==> src/rtl/pipeline_stall_controller_pkg.sv <==
// Shared hazard-unit definitions.
// Holds the stall-controller state encoding and the pipeline address width.
// The hazard detection logic imports the same package, so the encodings
// seen on state_dbg always match what the rest of the hazard logic uses.
package hazard_pkg;

  localparam int WORD_SIZE = 32;

  typedef enum logic [1:0] {
    RUN        = 2'd0,
    LOAD_STALL = 2'd1,
    MEM_WAIT   = 2'd2
  } state_t;

endpackage

==> src/rtl/pipeline_stall_controller_sat_counter.sv <==
// Saturating up-counter used for the stall/flush performance counters.
// Ports:
//   clk     - clock, rising edge
//   reset_n - synchronous active-low reset, clears count
//   inc     - count one event on this edge
//   count   - current value, sticks at all-ones
module sat_counter #(
  parameter int WIDTH = 16
) (
  input  logic             clk,
  input  logic             reset_n,
  input  logic             inc,
  output logic [WIDTH-1:0] count
);

  always_ff @(posedge clk) begin
    if (!reset_n) begin
      count <= '0;
    end else if (inc && (count != {WIDTH{1'b1}})) begin
      count <= count + 1'b1;
    end
  end

endmodule

==> src/rtl/pipeline_stall_controller.sv <==
// Pipeline stall / flush / freeze controller.
//
// state      | meaning
// -----------+-------------------------------------------------------------
// RUN        | normal flow; load-use stall, redirect or memory freeze decoded
// LOAD_STALL | one bubble cycle after a load-use stall; stall_req ignored
// MEM_WAIT   | pipeline frozen until mem_busy drops; redirects kept pending
//
// Ports:
//   clk, reset_n                 - clock and synchronous active-low reset
//   stall_req                    - load-use hazard request
//   redirect_req/redirect_target - EX-stage taken branch / jump
//   mem_busy                     - data memory not ready
//   pc_write_en, if_id_write_en  - pipeline register enables
//   if_id_flush, id_ex_bubble    - NOP insertion
//   ex_mem_hold                  - freeze EX/MEM and MEM/WB
//   pc_sel_redirect, redirect_pc - next-PC redirect select and address
//   stall_count, flush_count     - saturating performance counters
//   state_dbg                    - current state encoding
module pipeline_stall_controller #(
  parameter int WORD_SIZE = hazard_pkg::WORD_SIZE,
  parameter int CNT_WIDTH = 16
) (
  input  logic                 clk,
  input  logic                 reset_n,
  input  logic                 stall_req,
  input  logic                 redirect_req,
  input  logic [WORD_SIZE-1:0] redirect_target,
  input  logic                 mem_busy,
  output logic                 pc_write_en,
  output logic                 if_id_write_en,
  output logic                 if_id_flush,
  output logic                 id_ex_bubble,
  output logic                 ex_mem_hold,
  output logic                 pc_sel_redirect,
  output logic [WORD_SIZE-1:0] redirect_pc,
  output logic [CNT_WIDTH-1:0] stall_count,
  output logic [CNT_WIDTH-1:0] flush_count,
  output logic [1:0]           state_dbg
);

  import hazard_pkg::*;

  state_t               state, state_nx;
  logic                 pend, pend_nx;
  logic [WORD_SIZE-1:0] pend_tgt, pend_tgt_nx;
  logic [WORD_SIZE-1:0] rpc_q;
  logic                 apply;
  logic [WORD_SIZE-1:0] apply_tgt;
  logic                 stall_inc, flush_inc;

  always_ff @(posedge clk) begin
    if (!reset_n) begin
      state    <= RUN;
      pend     <= 1'b0;
      pend_tgt <= '0;
      rpc_q    <= '0;
    end else begin
      state    <= state_nx;
      pend     <= pend_nx;
      pend_tgt <= pend_tgt_nx;
      if (apply) rpc_q <= apply_tgt;
    end
  end

  always_comb begin
    state_nx        = state;
    pend_nx         = pend;
    pend_tgt_nx     = pend_tgt;
    apply           = 1'b0;
    apply_tgt       = redirect_target;
    stall_inc       = 1'b0;
    pc_write_en     = 1'b0;
    if_id_write_en  = 1'b0;
    if_id_flush     = 1'b0;
    id_ex_bubble    = 1'b0;
    ex_mem_hold     = 1'b0;
    pc_sel_redirect = 1'b0;

    // Decode is skipped entirely in reset so every control stays low.
    if (reset_n) begin
      unique case (state)
        RUN, LOAD_STALL: begin
          if (mem_busy) begin
            ex_mem_hold = 1'b1;
            state_nx    = MEM_WAIT;
          end else if (redirect_req) begin
            apply    = 1'b1;
            state_nx = RUN;
          end else if (stall_req && (state == RUN)) begin
            id_ex_bubble = 1'b1;
            stall_inc    = 1'b1;
            state_nx     = LOAD_STALL;
          end else begin
            pc_write_en    = 1'b1;
            if_id_write_en = 1'b1;
            state_nx       = RUN;
          end
        end
        MEM_WAIT: begin
          if (mem_busy) begin
            ex_mem_hold = 1'b1;
            if (redirect_req) begin
              pend_nx     = 1'b1;
              pend_tgt_nx = redirect_target;
            end
          end else begin
            state_nx = RUN;
            pend_nx  = 1'b0;
            // A live request is younger than anything pending.
            if (redirect_req) begin
              apply = 1'b1;
            end else if (pend) begin
              apply     = 1'b1;
              apply_tgt = pend_tgt;
            end else begin
              pc_write_en    = 1'b1;
              if_id_write_en = 1'b1;
            end
          end
        end
        default: state_nx = RUN;
      endcase

      if (apply) begin
        pc_sel_redirect = 1'b1;
        pc_write_en     = 1'b1;
        if_id_flush     = 1'b1;
        id_ex_bubble    = 1'b1;
      end
    end
  end

  assign flush_inc   = apply;
  // Bypass only in the redirect cycle; otherwise show the last applied target.
  assign redirect_pc = apply ? apply_tgt : rpc_q;
  assign state_dbg   = state;

  sat_counter #(.WIDTH(CNT_WIDTH)) u_stall_cnt (
    .clk     (clk),
    .reset_n (reset_n),
    .inc     (stall_inc),
    .count   (stall_count)
  );

  sat_counter #(.WIDTH(CNT_WIDTH)) u_flush_cnt (
    .clk     (clk),
    .reset_n (reset_n),
    .inc     (flush_inc),
    .count   (flush_count)
  );

endmodule
==> config.mk <==
export PLATFORM = sky130hd
export DESIGN_NAME = pipeline_stall_controller
export DESIGN_NICKNAME = d
export VERILOG_FILES = /design/src/rtl/pipeline_stall_controller_pkg.sv /design/src/rtl/pipeline_stall_controller_sat_counter.sv /design/src/rtl/pipeline_stall_controller.sv
export SDC_FILE = /design/constraint.sdc
export NUM_CORES = 1
export LEC_CHECK = 0
export ABC_AREA = 0
export BUFFER_PORTS_ARGS = -buffer_cell sky130_fd_sc_hd__buf_4
export CELL_PAD_IN_SITES_DETAIL_PLACEMENT = 0
export CELL_PAD_IN_SITES_GLOBAL_PLACEMENT = 1
export CORE_ASPECT_RATIO = 2
export CORE_MARGIN = 10
export CORE_UTILIZATION = 35
export CTS_CLUSTER_SIZE = 8
export DETAILED_ROUTE_END_ITERATION = 7
export HOLD_SLACK_MARGIN = 0.05
export PLACE_DENSITY = 0.72
export SYNTH_ARGS = -nofsm -noshare
export SYNTH_HDL_FRONTEND = slang
export SYNTH_SLANG_ARGS = --single-unit
==> constraint.sdc <==
create_clock -name clk -period 1.7 [get_ports clk]
set_clock_uncertainty 0.2 [all_clocks]
set_input_delay 0 -clock clk [delete_from_list [all_inputs] [get_ports clk]]
set_output_delay 0 -clock clk [all_outputs]
set_load 0.005 [all_outputs]
==> reports/metrics.cfg, run 1 <==
[synth]
average_cell_area_after_synthesis_um2=8.01
synth_async_sr_flop_share=0
post_synth_instance_area_um2=4670
syn_nets=622
synth-edff-count=0
synthesis.instances=583
synth-seq-cells=99
synth_seq_area_share=0.424
synth_area_leaders=dfxtp_1, a31oi_1, nand2_1, a21oi_1, nand3_1
area_share_of_the_leading_cell_type_in_the_synthesized_netlist=0.424
distinct_cells_synth=44
synth-warning-count=0
yosys_top_cell_by_area=dfxtp_1
yosys_most_used_dff=dfxtp_1

[detailed_routing]
wl_per_cell_um=19.7
drt-initial-drc-count=190
drc=0
drt_pre_antenna_iters=5
vias=5472
final_antenna_net_count=0
finalWirelength_um=18900
drt-vias-per-instance=5.69

[global_route]
globalRoute.totalOverflow=0
grt_use_total=0.201
grt_start_max_net_pins=35
grt_pass1_vias=5710
grt_first_pass_wirelength_um=29900
antenna_found_initial=0

[clock_network]
clk_pin_slew_ns=0.08
cts_made_buffers=9
clockRootBuffer=clkbuf_16
clock_sinks=99
cts_max_level=3
clock_tree_from_tritoncts=done
insertion_delay_ns=0.35
clk_path_buf_depth=2

[sta]
maxClockFrequency_ghz=0.495
finalMaxSlewViolations=0
final.setup.tns_ns=-13.46
finalHoldViolCount=0
rsz0062_at_grt=yes
finalSetupViolCount=73
final_min_period_over_clock_period=1.19
min_period_ns=2.02
relSlewSlack=0.665
final_worst_setup_slack_ns=-0.321
worstMarginPinSlew_ns=0.501

[layout]
post_route_cells_drive_above_1_share=0.456
design.final.nets=843
antenna_cells=0
final_cell_area_um2=8360
finalCoreUtilization=0.640
area.growth.synth_to_final_pct=78.9
instances_no_fill=961

[placement]
post_dp_cell_area_um2=6270
dpl_worst_slack_ns=-0.148
detailed_place_hpwl_um=11500
place.gp.congestion=0.890
place_inst=880
portBuffers=108

[outcome]
failed_checks=setup timing
outcome=finished with violations

[setup_path]
r2r-start=state_dbg[1]
worst_setup_path_start_kind=flip-flop
path_class=flip-flop to primary output
critical_path_arrival_ns=1.82
worst-path-max-fanout=8
worst_setup_path_end_kind=primary output
crit_start=state_dbg[1]
worst-endpoint-required_ns=1.50

[power]
cellPowerDensity_nw_per_um2=647
ir_worst_vdd_uv=426
power_leakage_nw=3.08

[worst_hold_path]
hp-class=input pin to flip-flop
hold_path_startpoint=redirect_req

[die]
die_outline_height_um=183
die_w_um=102
ios=109
fp-row-count=59
die-area_um2=18600
floorplan.initialDensity=0.357
core_area_um2=13100

[job]
drv.max_cap_violation_count=0

-- flip-flops by register name, indices dropped and copies added, names as in the netlist --
signal	count
pend_tgt	32
rpc_q	32
u_flush_cnt.count	16
u_stall_cnt.count	16
state_dbg	2
pend	1
-- cell usage after synthesis (3+ instances only) --
cell	count
o21ai_0	37
nor3_1	3
and3_1	6
and4_1	5
nor4_1	8
a31oi_1	64
mux2i_1	10
nor2_1	4
nand2_1	88
nand4_1	10
dfxtp_1	99
or4_1	14
o31ai_1	16
nand3_1	43
nor2b_1	3
or3_1	3
nand2b_1	5
and2_1	32
a21oi_1	52
clkbuf_1	40
inv_1	4
buf_2	8
-- kinds of logic (layout without fill, tap and decap cells) --
kind of cell / after synthesis / count (layout) / share of synthesized area
adder cells (fa/ha/maj): 2 / 2 / 0.00536
flip-flops: 99 / 99 / 0.424
AO/OA/AOI/OAI: 176 / 176 / 0.219
AND/OR/NAND/NOR: 239 / 239 / 0.278
multiplexers: 10 / 10 / 0.0214
buffers and inverters: 57 / 283 / 0.0520
-- final cells by class --
| class | instances | area, um2 |
|---|---|---|
| clock buffer | 10 | 239 |
| clock inverter | 6 | 56.3 |
| fill | 1079 | 4710 |
| inverter | 6 | 35.0 |
| multi-input combinational | 427 | 3370 |
| sequential | 99 | 2000 |
| tap | 152 | 190 |
| timing repair buffer | 261 | 2460 |
-- critical path: stages, from the launching register on --
cell and delay, ns:
dfxtp_4 0.38, buf_6 0.11, and3b_2 0.23, buf_6 0.14, buf_12 0.15, nand3_2 0.09
a31oi_4 0.16, buf_4 0.14, buf_6 0.08
-- routing by layer --
metal | up-vias | share of wire | track usage
met4 | 0 | 0.042 | 0.101
met3 | 51 | 0.047 | 0.0290
met5 | - | 0 | 0
met2 | 177 | 0.56 | 0.372
li1 | 2588 | - | -
met1 | 2656 | 0.35 | 0.210
-- where the power goes --
| group | total (W) | switching (W) | leakage [nW] | internal, W |
|---|---|---|---|---|
| combinational | 0.000919 | 0.000446 | 2.12 | 0.000473 |
| sequential | 0.00241 | 0.0000292 | 0.809 | 0.00238 |
| clock | 0.00208 | 0.00101 | 0.144 | 0.00107 |
| total | 0.00541 | 0.00149 | 3.08 | 0.00392 |
-- path summary, 6_finish.rpt --
path                     endpoint  slack (ns)  cells after the start
max reg2reg  u_flush_cnt.count[6]       -0.31                      7
min reg2reg           pend_tgt[0]        0.26                      2
max               redirect_pc[31]       -0.32                      8
min                  pend_tgt[20]        0.09                      5
-- stage by stage --
stage	hold slack (ns)	power, W
after detailed placement	0.0647	0.00308
after floorplan	-0.0682	0.00274
after global routing	0.120	0.00563
after global placement	0.0596	0.00306
after CTS	0.0679	0.00536
final	0.0916	0.00541
-- cell usage in the layout, fill, tap and decap left out, types with 10 or more instances in the layout --
cell,instances
a21oi_1,42
a21oi_2,10
a31oi_1,35
a31oi_2,15
a31oi_4,14
and2_1,32
buf_12,11
buf_4,170
buf_6,36
dfxtp_1,90
dlygate4sd3_1,36
mux2i_1,10
nand2_1,83
nand3_1,20
nand3_2,13
nand3_4,11
nand4_1,10
o21ai_0,11
o21ai_1,16
o21ai_2,10
o31ai_1,12
-- what timing repair did --
action / 4_1_cts / 5_1_grt
setup buffers: 15 / 7
cloned: 7 / 0
hold buffers: 37 / 0
resized for setup: 127 / 109
pin swaps: 57 / 30
endpoints found under the hold margin: 83 / 0
endpoints found under the setup margin: 96 / 131
No activity file was read; power rests on OpenSTA's default activity.
==> run 2: changes to the inputs <==
--- a/config.mk
+++ b/config.mk
@@ -15,7 +15,7 @@
 export CTS_CLUSTER_SIZE = 8
 export DETAILED_ROUTE_END_ITERATION = 7
 export HOLD_SLACK_MARGIN = 0.05
-export PLACE_DENSITY = 0.72
+export PLACE_DENSITY = 0.79
 export SYNTH_ARGS = -nofsm -noshare
 export SYNTH_HDL_FRONTEND = slang
 export SYNTH_SLANG_ARGS = --single-unit
==> run 2 against run 1 <==
The flow still finishes with violations (setup timing). Fmax is 2.3% lower. Worst hold slack worse by 0.028 ns. Sequential power hardly changed. Critical path type unchanged.
==> reports/metrics.cfg, run 2 (synthesis gave the netlist of run 1 again) <==
[sta]
finalHoldViolCount=0  ; unchanged
relSlewSlack=0.654  ; was 0.665
hold-worst-slack_ns=0.0639  ; was 0.0916 ns
finalSetupViolCount=93  ; was 73
min_period_ns=2.07  ; was 2.02 ns
rsz0062_at_grt=yes  ; unchanged
finalMaxSlewViolations=0  ; unchanged
maxClockFrequency_ghz=0.484  ; was 0.495 GHz
final_worst_setup_slack_ns=-0.368  ; was -0.321 ns
worstMarginPinSlew_ns=0.517  ; was 0.501 ns
final_min_period_over_clock_period=1.22  ; was 1.19

[layout]
commonest_cells_after_routing_fill_and_taps_aside=buf_4, dfxtp_1, nand2_1  ; unchanged
area.growth.synth_to_final_pct=87.5  ; was 78.9%
post_route_cells_drive_above_1_share=0.488  ; was 0.456
antenna_cells=0  ; unchanged
top_flop_regs=pend_tgt x32, rpc_q x32  ; unchanged
final_common_cell=buf_4  ; unchanged
instances_no_fill=965  ; was 961
design.final.nets=848  ; was 843

[placement]
detailed_place_hpwl_um=11800  ; was 11500 um
dpl_worst_slack_ns=-0.178  ; was -0.148 ns
portBuffers=108  ; unchanged
place.gp.congestion=0.864  ; was 0.890
place_inst=879  ; was 880

[job]
drv.max_cap_violation_count=0  ; unchanged

[outcome]
outcome=finished with violations  ; unchanged
failed_checks=setup timing  ; unchanged

[detailed_routing]
drt-initial-drc-count=342  ; was 190
vias=5640  ; was 5472
drt_pre_antenna_iters=5  ; unchanged
wl_per_cell_um=20.6  ; was 19.7 um
finalWirelength_um=19800  ; was 18900 um
drc=0  ; unchanged
drt-vias-per-instance=5.84  ; was 5.69
final_antenna_net_count=0  ; unchanged

[die]
ios=109  ; unchanged
die-area_um2=18600  ; unchanged
die_outline_height_um=183  ; unchanged
core_area_um2=13100  ; unchanged
fp-row-count=59  ; unchanged
die_w_um=102  ; unchanged
floorplan.initialDensity=0.357  ; unchanged

[global_route]
antenna_found_initial=0  ; unchanged
grt_use_total=0.194  ; was 0.201
globalRoute.totalOverflow=0  ; unchanged
grt_first_pass_wirelength_um=29000  ; was 29900 um
grt_pass1_vias=5748  ; was 5710
grt_met1_use=0.190  ; was 0.210
grt_start_max_net_pins=35  ; unchanged
grt_use_met3=0.0448  ; was 0.0290
grt.busiest_layer=met2  ; unchanged
groute.layer.met2.usage=0.368  ; was 0.372

[power]
cellPowerDensity_nw_per_um2=628  ; was 647 nW/um2
report.power.total_w=0.00550  ; was 0.00541 W
power_leakage_nw=3.11  ; was 3.08 nW
ir_worst_vdd_uv=569  ; was 426 uV

[worst_hold_path]
hp-class=input pin to flip-flop  ; unchanged

[setup_path]
path_class=flip-flop to primary output  ; unchanged
worst_setup_path_start_kind=flip-flop  ; unchanged
worst-endpoint-required_ns=1.50  ; about the same
worst_setup_path_end_kind=primary output  ; unchanged
worst-path-max-fanout=8  ; unchanged
critical_path_arrival_ns=1.87  ; was 1.82 ns

[clock_network]
cts_made_buffers=9  ; unchanged
clk_pin_slew_ns=0.07  ; was 0.08 ns
clockRootBuffer=clkbuf_16  ; unchanged
clock_sinks=99  ; unchanged
insertion_delay_ns=0.35  ; about the same
clk_path_buf_depth=2  ; unchanged
cts_max_level=3  ; unchanged
clock_tree_from_tritoncts=done  ; unchanged

==> run 2: worst paths after layout <==
| path | slack, ns | from | to | depth (start not counted) |
|---|---|---|---|---|
| max | -0.37 | pend | redirect_pc[24] | 7 |
| max reg2reg | -0.36 | state_dbg[0] | u_stall_cnt.count[5] | 7 |
| min reg2reg | 0.27 | pend_tgt[31] | pend_tgt[31] | 2 |
| min | 0.06 | mem_busy | u_stall_cnt.count[9] | 5 |
==> run 2: power breakdown <==
part | switching [W] | internal [W]
clock network | 0.000910 | 0.00118
registers | 0.0000326 | 0.00238
logic | 0.000499 | 0.000500
total | 0.00144 | 0.00405
==> run 2: cell type report <==
class / instances / area, um2
fill: 985 / 4310
multi-input combinational: 427 / 3760
timing repair buffer: 266 / 2490
sequential: 99 / 2000
clock buffer: 11 / 243
tap: 152 / 190
clock inverter: 4 / 51.3
inverter: 6 / 25.0
==> run 2: worst max-delay path: stages, from the launching register on <==
cell and delay [ns]:
dfxtp_1 0.35, buf_4 0.14, and3b_2 0.24, buf_6 0.14, buf_12 0.14, nand3_2 0.10, a31oi_4 0.24, buf_4 0.16
==> run 2: what timing repair did <==
| action | CTS | global route |
|---|---|---|
| pin swaps | 63 | 56 |
| buffers inserted | 21 | 9 |
| gates cloned | 4 | 4 |
| endpoints found under the setup margin | 97 | 135 |
| hold buffers | 37 | 1 |
| resized for setup | 104 | 190 |
| endpoints found under the hold margin | 80 | 1 |
==> run 2: routing by layer <==
| metal | vias up | part of all wire | wire, um |
|---|---|---|---|
| li1 | 2612 | - | - |
| met1 | 2791 | 0.36 | 7060 |
| met2 | 186 | 0.55 | 10900 |
| met3 | 51 | 0.058 | 1160 |
| met4 | 0 | 0.034 | 680 |
| met5 | - | 0 | 0 |
==> run 2: metrics by stage <==
| stage | utilization | instance area (um2) | TNS (ns) |
|---|---|---|---|
| global route | 0.670 | 8760 | -22.18 |
| global placement | 0.482 | 6290 | -1.57 |
| CTS | 0.592 | 7740 | -15.74 |
| floorplan | - | 4780 | -1.95 |
| detailed placement | 0.482 | 6290 | -3.60 |
| finish | 0.670 | 8760 | -17.62 |
==> run 3: changes to the inputs <==
--- a/config.mk
+++ b/config.mk
@@ -9,7 +9,7 @@
 export BUFFER_PORTS_ARGS = -buffer_cell sky130_fd_sc_hd__buf_4
 export CELL_PAD_IN_SITES_DETAIL_PLACEMENT = 0
 export CELL_PAD_IN_SITES_GLOBAL_PLACEMENT = 1
-export CORE_ASPECT_RATIO = 2
+export CORE_ASPECT_RATIO = 1.2
 export CORE_MARGIN = 10
 export CORE_UTILIZATION = 35
 export CTS_CLUSTER_SIZE = 8
==> run 3 against run 2 <==
The run still ends with setup timing left. Highest routed layer unchanged. Sequential share of layout area is 0.64 points lower. Flip-flop and latch count unchanged. Wire length is 0.65% lower. Critical path type is now flip-flop to flip-flop. Largest power group unchanged. Final cell count is 2.1% higher. Utilization up 1.9 points. Power rose by 6.8%. Count of clock-buffer cells in the layout rose by 1. Non-clock buffer count grew 3.
==> reports/metrics.cfg, run 3 (synthesis gave the netlist of run 1 again) <==
[outcome]
outcome=finished with violations  ; unchanged
failed_checks=setup timing  ; unchanged

[detailed_routing]
finalWirelength_um=19700  ; was 19800 um
drt-vias-per-instance=5.73  ; was 5.84
wl_per_cell_um=20.0  ; was 20.6 um
vias=5643  ; was 5640
drc=0  ; unchanged
final_antenna_net_count=0  ; unchanged
drt-initial-drc-count=367  ; was 342
drt_pre_antenna_iters=4  ; was 5

[die]
fp-row-count=46  ; was 59
core_area_um2=13100  ; about the same
die_w_um=125  ; was 102 um
floorplan.initialDensity=0.356  ; was 0.357
ios=109  ; unchanged
die-area_um2=18400  ; was 18600 um2
die_outline_height_um=147  ; was 183 um

[clock_network]
clk_path_buf_depth=2  ; unchanged
insertion_delay_ns=0.35  ; about the same
cts_max_level=3  ; unchanged
clockRootBuffer=clkbuf_16  ; unchanged
clk_pin_slew_ns=0.07  ; about the same
clock_tree_from_tritoncts=done  ; unchanged
cts_made_buffers=9  ; unchanged
clock_sinks=99  ; unchanged

[setup_path]
crit_start=state_dbg[0]  ; was pend
worst_setup_path_end_kind=flip-flop  ; was primary output
worst_setup_path_start_kind=flip-flop  ; unchanged
worst-path-max-fanout=4  ; was 8
worstReg2RegEnd=u_stall_cnt.count[11]  ; was u_stall_cnt.count[5]
worst-endpoint-required_ns=1.78  ; was 1.50 ns
setup.reg_to_reg.worst_slack_ns=-0.37  ; was -0.36 ns
r2r-start=state_dbg[0]  ; unchanged
critical_path_arrival_ns=2.15  ; was 1.87 ns
worstSetupEndpoint=u_stall_cnt.count[11]  ; was redirect_pc[24]
path_class=flip-flop to flip-flop  ; was flip-flop to primary output
ff2ff_path_depth=6  ; was 7

[sta]
final_min_period_over_clock_period=1.22  ; about the same
relSlewSlack=0.553  ; was 0.654
rsz0062_at_grt=yes  ; unchanged
final.setup.tns_ns=-16.74  ; was -17.62 ns
final_worst_setup_slack_ns=-0.373  ; was -0.368 ns
min_period_ns=2.07  ; about the same
worstMarginPinSlew_ns=0.669  ; was 0.517 ns
finalSetupViolCount=91  ; was 93
hold-worst-slack_ns=0.0807  ; was 0.0639 ns
finalMaxSlewViolations=0  ; unchanged
maxClockFrequency_ghz=0.483  ; was 0.484 GHz
finalHoldViolCount=0  ; unchanged

[layout]
area.growth.synth_to_final_pct=93.7  ; was 87.5%
post_route_cells_drive_above_1_share=0.517  ; was 0.488
nFillCells=924  ; was 985
layout.area.seq_um2=2000  ; about the same
commonest_cells_after_routing_fill_and_taps_aside=buf_4, dfxtp_1, nand2_1  ; unchanged
antenna_cells=0  ; unchanged
top_flop_regs=pend_tgt x32, rpc_q x32  ; unchanged
final_common_cell=buf_4  ; unchanged
instances_no_fill=985  ; was 965
multi_input_comb_area_um2=3780  ; was 3760 um2
design.final.nets=851  ; was 848

[global_route]
grt_pass1_vias=5719  ; was 5748
grt_start_max_net_pins=35  ; unchanged
globalRoute.totalOverflow=0  ; unchanged
grt_first_pass_wirelength_um=29600  ; was 29000 um
grt_use_total=0.193  ; was 0.194
antenna_found_initial=0  ; unchanged

[worst_hold_path]
hp-class=input pin to flip-flop  ; unchanged
min_path_cells=6  ; was 5

[power]
seq_power_share=0.411  ; was 0.439
p_switching_w=0.00147  ; was 0.00144 W
netSwitchingFraction=0.250  ; was 0.262
comb_power_share=0.178  ; was 0.182
power_leakage_nw=3.22  ; was 3.11 nW
ir_worst_vdd_uv=411  ; was 569 uV
cellPowerDensity_nw_per_um2=648  ; was 628 nW/um2
internal-power_w=0.00440  ; was 0.00405 W
clock_power_share=0.411  ; was 0.379

[placement]
detailed_place_hpwl_um=10700  ; was 11800 um
place.gp.congestion=0.823  ; was 0.864
portBuffers=108  ; unchanged
place_inst=888  ; was 879

[job]
drv.max_cap_violation_count=0  ; unchanged

-- run 3: worst min-delay path by stage --
stage                   startpoint                     to  slack, ns
2_1_floorplan             mem_busy            ex_mem_hold      -0.07
3_3_place_gp   redirect_target[19]           pend_tgt[19]       0.06
3_5_place_dp   redirect_target[20]           pend_tgt[20]       0.07
4_1_cts                   mem_busy  u_stall_cnt.count[12]       0.04
5_1_grt                   mem_busy   u_stall_cnt.count[5]       0.09
6_report                  mem_busy  u_stall_cnt.count[12]       0.08
-- run 3: metal layers --
| layer | up-vias | share of wire | GRT usage | routed length, um |
|---|---|---|---|---|
| li1 | 2617 | - | - | - |
| met1 | 2805 | 0.41 | 0.223 | 8040 |
| met2 | 190 | 0.52 | 0.341 | 10300 |
| met3 | 31 | 0.052 | 0.0311 | 1020 |
| met4 | 0 | 0.019 | 0.0790 | 381 |
| met5 | - | 0 | 0 | 0 |
-- run 3: layout make-up --
cell class	instances	share of cell area
timing repair buffer	269	0.295
sequential	99	0.222
clock buffer	12	0.0272
inverter	6	0.00429
tap	168	0.0232
clock inverter	4	0.0108
multi-input combinational	427	0.418
-- run 3: power groups by stage --
stage / Sequential, W / Clock (W) / Combinational, W
after global routing: 0.00242 / 0.00253 / 0.00110
after detailed placement: 0.00246 / 0 / 0.000619
after CTS: 0.00241 / 0.00241 / 0.000936
after global placement: 0.00246 / 0 / 0.000607
after floorplan: 0.00245 / 0 / 0.000282
final: 0.00241 / 0.00241 / 0.00105
-- run 3: worst max-delay path, cell delays in order (launching register included) --
cell     delay (ns)
dfxtp_2        0.33
buf_6          0.11
nor4b_4        0.38
nand4_1        0.18
buf_6          0.17
or4_4          0.49
a21oi_2        0.15
-- run 3: what timing repair did --
action | 4_1_cts | 5_1_grt
cloned | 9 | 2
endpoints found under the hold margin | 79 | 0
pin swaps | 74 | 45
gates resized for setup | 220 | 127
hold buffers | 38 | 0
setup endpoints to repair | 95 | 134
buffers inserted | 27 | 18
-- run 3: metrics by stage --
stage               power (W)  worst slack [ns]  area [um2]   util
finish                0.00587            -0.373        9050  0.690
global route          0.00605            -0.481        9050  0.690
CTS                   0.00575            -0.244        8370  0.638
detailed placement    0.00308            -0.199        6280  0.479
global placement      0.00306            -0.127        6280  0.479
floorplan             0.00274            -0.110        4780      -
